==> config.mk <==
export PLATFORM = sky130hd
export DESIGN_NAME = frankie_fetch_unit
export DESIGN_NICKNAME = d
export VERILOG_FILES = /design/src/rtl/frankie_pkg.sv /design/src/rtl/frankie_next_pc.sv /design/src/rtl/frankie_fetch_unit.sv
export SDC_FILE = /design/constraint.sdc
export NUM_CORES = 1
export LEC_CHECK = 0
export ABC_AREA = 1
export BUFFER_PORTS_ARGS = -buffer_cell sky130_fd_sc_hd__buf_2
export CAP_MARGIN = 20
export CELL_PAD_IN_SITES_DETAIL_PLACEMENT = 0
export CELL_PAD_IN_SITES_GLOBAL_PLACEMENT = 1
export CORE_MARGIN = 2
export CORE_UTILIZATION = 37
export CTS_CLUSTER_SIZE = 10
export DETAILED_ROUTE_END_ITERATION = 16
export PLACE_DENSITY = 0.9
export SYNTH_ARGS = -nofsm -noshare
export SYNTH_HDL_FRONTEND = slang
export SYNTH_HIERARCHICAL = 1
export SYNTH_SLANG_ARGS = --single-unit
==> constraint.sdc <==
create_clock -name CLK -period 2.45 [get_ports CLK]
set_input_delay 0 -clock CLK [delete_from_list [all_inputs] [get_ports CLK]]
set_output_delay 0 -clock CLK [all_outputs]
set_load 0.005 [all_outputs]
==> src/rtl/frankie_pkg.sv <==
// Shared encodings and field positions for the Frankie CPU front end.
package frankie_pkg;

    localparam logic [2:0] PC_INC         = 3'b000;
    localparam logic [2:0] PC_SHELLEY     = 3'b001;
    localparam logic [2:0] PC_IMM         = 3'b010;
    localparam logic [2:0] PC_RA          = 3'b011;
    localparam logic [2:0] PC_MARY        = 3'b100;
    localparam logic [2:0] PC_SHELLEY2    = 3'b101;
    localparam logic [2:0] PC_CMP_IMM     = 3'b110;
    localparam logic [2:0] PC_CMP_SHELLEY = 3'b111;

    localparam logic RA_FROM_MEM = 1'b0;
    localparam logic RA_FROM_PC  = 1'b1;

    localparam int OP_MSB   = 15;
    localparam int OP_LSB   = 11;
    localparam int FLAG_BIT = 10;

endpackage

==> src/rtl/frankie_next_pc.sv <==
// Next-PC selector: picks the new PC from PCSrc and qualifies the write with Comp.
module frankie_next_pc
    import frankie_pkg::*;
#(
    parameter int DATA_W = 16
) (
    input  logic              pc_write_i,
    input  logic [2:0]        pc_src_i,
    input  logic              comp_i,
    input  logic [DATA_W-1:0] pc_i,
    input  logic [DATA_W-1:0] ra_i,
    input  logic [DATA_W-1:0] imm_i,
    input  logic [DATA_W-1:0] mary_i,
    input  logic [DATA_W-1:0] shelley_i,
    output logic [DATA_W-1:0] next_pc_o,
    output logic              pc_we_o,
    output logic              inst_addr_we_o
);

    always_comb begin
        next_pc_o      = pc_i;
        pc_we_o        = 1'b0;
        inst_addr_we_o = 1'b0;
        // PCSrc is only decoded under PCWrite, so an undriven select is harmless when idle
        if (pc_write_i) begin
            case (pc_src_i)
                PC_INC: begin
                    next_pc_o      = pc_i + DATA_W'(1);
                    pc_we_o        = 1'b1;
                    inst_addr_we_o = 1'b1;
                end
                PC_SHELLEY, PC_SHELLEY2: begin
                    next_pc_o = shelley_i;
                    pc_we_o   = 1'b1;
                end
                PC_IMM: begin
                    next_pc_o = imm_i;
                    pc_we_o   = 1'b1;
                end
                PC_RA: begin
                    next_pc_o = ra_i;
                    pc_we_o   = 1'b1;
                end
                PC_MARY: begin
                    next_pc_o = mary_i;
                    pc_we_o   = 1'b1;
                end
                PC_CMP_IMM: begin
                    next_pc_o = imm_i;
                    pc_we_o   = comp_i;
                end
                PC_CMP_SHELLEY: begin
                    next_pc_o = shelley_i;
                    pc_we_o   = comp_i;
                end
                default: begin
                    next_pc_o      = pc_i;
                    pc_we_o        = 1'b0;
                    inst_addr_we_o = 1'b0;
                end
            endcase
        end
    end

endmodule

==> src/rtl/frankie_fetch_unit.sv <==
// Frankie fetch stage: PC, InstAddr, IR, RA and Comp registers plus IR field split.
module frankie_fetch_unit
    import frankie_pkg::*;
#(
    parameter int                DATA_W   = 16,
    parameter int                IMM_W    = 10,
    parameter logic [DATA_W-1:0] RESET_PC = '0
) (
    input  logic              CLK,
    input  logic              Reset,
    input  logic              PCWrite,
    input  logic [2:0]        PCSrc,
    input  logic              InstWrite,
    input  logic              RAWrite,
    input  logic              RASrc,
    input  logic              CompWrite,
    input  logic [DATA_W-1:0] MemData,
    input  logic [DATA_W-1:0] AluResult,
    input  logic [DATA_W-1:0] Mary,
    input  logic [DATA_W-1:0] Shelley,
    output logic [DATA_W-1:0] InstAddr,
    output logic [DATA_W-1:0] PC,
    output logic [DATA_W-1:0] RA,
    output logic              Comp,
    output logic [4:0]        OPCODE,
    output logic              flagbit,
    output logic [DATA_W-1:0] Imm
);

    logic [DATA_W-1:0] pc_q, pc_d;
    logic [DATA_W-1:0] inst_addr_q;
    logic [DATA_W-1:0] ir_q;
    logic [DATA_W-1:0] ra_q, ra_d;
    logic              comp_q;
    logic              pc_we;
    logic              inst_addr_we;
    logic [DATA_W-1:0] imm_ext;
    logic              unused_alu_hi;

    assign imm_ext       = {{(DATA_W-IMM_W){1'b0}}, ir_q[IMM_W-1:0]};
    assign unused_alu_hi = ^AluResult[DATA_W-1:1];

    frankie_next_pc #(
        .DATA_W(DATA_W)
    ) u_next_pc (
        .pc_write_i     (PCWrite),
        .pc_src_i       (PCSrc),
        .comp_i         (comp_q),
        .pc_i           (pc_q),
        .ra_i           (ra_q),
        .imm_i          (imm_ext),
        .mary_i         (Mary),
        .shelley_i      (Shelley),
        .next_pc_o      (pc_d),
        .pc_we_o        (pc_we),
        .inst_addr_we_o (inst_addr_we)
    );

    // Link value is the pre-edge PC, so a same-edge jump still records the caller
    assign ra_d = (RASrc == RA_FROM_PC) ? pc_q : MemData;

    always_ff @(posedge CLK or posedge Reset) begin
        if (Reset) begin
            pc_q        <= RESET_PC;
            inst_addr_q <= RESET_PC;
            ir_q        <= '0;
            ra_q        <= '0;
            comp_q      <= 1'b0;
        end else begin
            if (pc_we) begin
                pc_q <= pc_d;
            end
            if (inst_addr_we) begin
                inst_addr_q <= pc_q;
            end
            if (InstWrite) begin
                ir_q <= MemData;
            end
            if (RAWrite) begin
                ra_q <= ra_d;
            end
            if (CompWrite) begin
                comp_q <= AluResult[0];
            end
        end
    end

    assign PC       = pc_q;
    assign InstAddr = inst_addr_q;
    assign RA       = ra_q;
    assign Comp     = comp_q;
    assign OPCODE   = ir_q[OP_MSB:OP_LSB];
    assign flagbit  = ir_q[FLAG_BIT];
    assign Imm      = imm_ext;

endmodule

==> reports/metrics.yaml <==
wire_per_inst_um: 14.8
critical_path.startpoint: "PC[2]"
dp_hpwl_mm: 9.03
synth-seq-area-share: 0.416
route.detailed.drc: 0
arrival_ps: 1980
ant_nets: 0
worstReg2RegEnd: "PC[11]"
ctsResizeCount: 0
overflow: 0
final_area_um2: 4960
dominantRegCellSynth: "dfrtp_1"
cts_tree: "built"
clkLatencyLatePin_ps: 350
fin_tns_setup_ps: 0
drv_cap: 0
fillers: 1073
finClkSkew_ps: 6.60
setup_viol: 0
power_leakage_nw: 2.58
portBuffers: 123
yosysTopAreaCell: "dfrtp_1"
run_status: "completed"
grt_usage: 0.223
cp_cell_sequence: "nand3_1 -> nor2_1 -> nand2_1 -> o21ai_0 -> nand2_1 -> a21oi_1 -> nand2_1 -> o21ai_1"
synth_async_sr_flop_share: 1.00
postCtsSetupRepairBufs: 0
synth.distinct_cells: 32
synth.cell_area_um2: 3910
worstPathRequired_ps: 2730
nets: 768
whs_ps: 81.6
fin_crit_ps: 1700
die-area_um2: 11400
wirelength_mm: 12.3
synth_area_per_cell_um2: 7.09
clockBufferDepth: 2
crit_path_end_kind: "flop"
gp_congestion: 0.850
endpoint: "PC[11]"
ff2ff_setup_slack_ps: 750
final_hold_viol_count: 0
vias_per_cell: 4.87
coreArea_um2: 10300
slowest_stage: "dfrtp_1"
ys_warn_count: 6
synth_commonest_cells: "nand2_1, nor2_1, dfrtp_1, a21oi_1, inv_1"
initial_core_util: 0.381
ios: 145
vdd_ir_drop_max_mv: 0.314
min_period_over_period: 0.695
drt_first_pass_iters: 7
drt_first_iter_violations: 247
max_stage_delay_ps: 440
critPathMaxFanout: 6
worstMarginPinSlew_ps: 811
grt_max_degree: 34
die_h_um: 107
insertedDiodeCount: 0
grt_pass1_vias: 3783
std_cell_rows: 37
stdcell_count: 834
yosysMostFrequentCell: "nand2_1"
cts_root_buf: "clkbuf_8"
place_area_um2: 4570
cts_buffers: 9
die_w_um: 107
grt_pass1_wl_mm: 19.6
crit_path_frequent_cell: "nand2_1"
reg2reg_depth: 8
area_delta_synth_final_pct: 26.8
critPathKind: "flop to flop"
final_max_slew_viol_count: 0
vias: 4058
hp-class: "input pin to flop"
dp_cells: 799
h-tree-depth: 3
rsz0062_at_grt: "no"
synth_top_area_share: 0.416
hold_buffers: 19
synthTopCellsByArea: "dfrtp_1, nand2_1, nor2_1"
ys_seq_elements: 65
maxSlewHeadroom: 0.458
path_clk_slew_ps: 70
fmax_ghz: 0.587
cts_sinks: 65
startpoint_type: "flop"
antenna_found_initial: 0
syn_inst: 552
r2r-start: "PC[2]"
synth-edff-count: 0
layout-drive-gt1-share: 0.282
pwr_density_cell_nw_per_um2: 638
finalPower_w: 0.00317
-- worst min-delay path by stage --
stage	cells after the start	from	to	slack [ps]
detailed placement	2	Reset	ir_q[7]	180
floorplan	1	CompWrite	Comp	90
global placement	2	Reset	ir_q[7]	180
finish	5	Shelley[0]	PC[0]	80
global route	3	RAWrite	RA[8]	130
CTS	5	Shelley[0]	PC[0]	80
-- final cells by class --
class                      count  area [um2]  share of cell area
clock buffer                  13         179              0.0361
timing repair buffer         148         851               0.172
inverter                      59         229              0.0462
sequential                    65        1630               0.328
tap                          136         170              0.0343
multi-input combinational    410        1880               0.379
clock inverter                 3        22.5             0.00454
-- metrics by stage --
stage / utilization / setup WS [ps]
global route: 0.483 / 523
global placement: 0.444 / 850
finish: 0.483 / 747
detailed placement: 0.444 / 808
floorplan: - / 824
CTS: 0.483 / 785
-- state kept, by name (all words and copies together), names as in the netlist --
| register | flops |
|---|---|
| ir_q | 16 |
| RA | 16 |
| PC | 16 |
| InstAddr | 16 |
| Comp | 1 |
-- metal layers --
metal | vias to the layer above | GRT usage | wire length [um]
met2 | 161 | 0.363 | 5860
met4 | 0 | 0.0733 | 271
met5 | - | 0 | 0
met1 | 1861 | 0.291 | 5310
li1 | 2011 | - | -
met3 | 25 | 0.0584 | 866
-- power by group --
part	total, W	internal [W]	switching (W)	leakage, nW
Sequential	0.00142	0.00125	0.000177	0.765
Combinational	0.000829	0.000344	0.000485	1.72
Clock	0.000913	0.000478	0.000435	0.0939
Total	0.00317	0.00207	0.00110	2.58
-- worst max-delay path, delay by kind of cell (launching register included) --
kind               cells  cell delay, ps
AOI/OAI and AO/OA      3             410
DFF                    1             440
and+or+nand+nor        5             800
-- logic make-up (layout without fill, tap and decap cells) --
family | Yosys count | count (layout) | synth area share
compound gates | 76 | 76 | 0.105
xor+xnor | 1 | 1 | 0.00224
fa+ha+maj | 1 | 1 | 0.00320
buf+inv | 88 | 223 | 0.115
flops | 65 | 65 | 0.416
other cells | 1 | 12 | 0.000958
simple gates | 320 | 320 | 0.358
-- cell usage in the layout, fill, tap and decap left out, drive strengths merged --
master       count
nand2          190
buf            129
nor2            72
dfrtp           65
inv             59
a21oi           50
nand3           44
o21ai           21
dlygate4sd3     19
clkbuf          13
conb            12
nand4            9
nor3             4
clkinvlp         3
o211ai           3
and3             1
xor2             1
o21bai           1
o22ai            1
ha               1
Note: power is estimated with default switching activity, not from simulation.
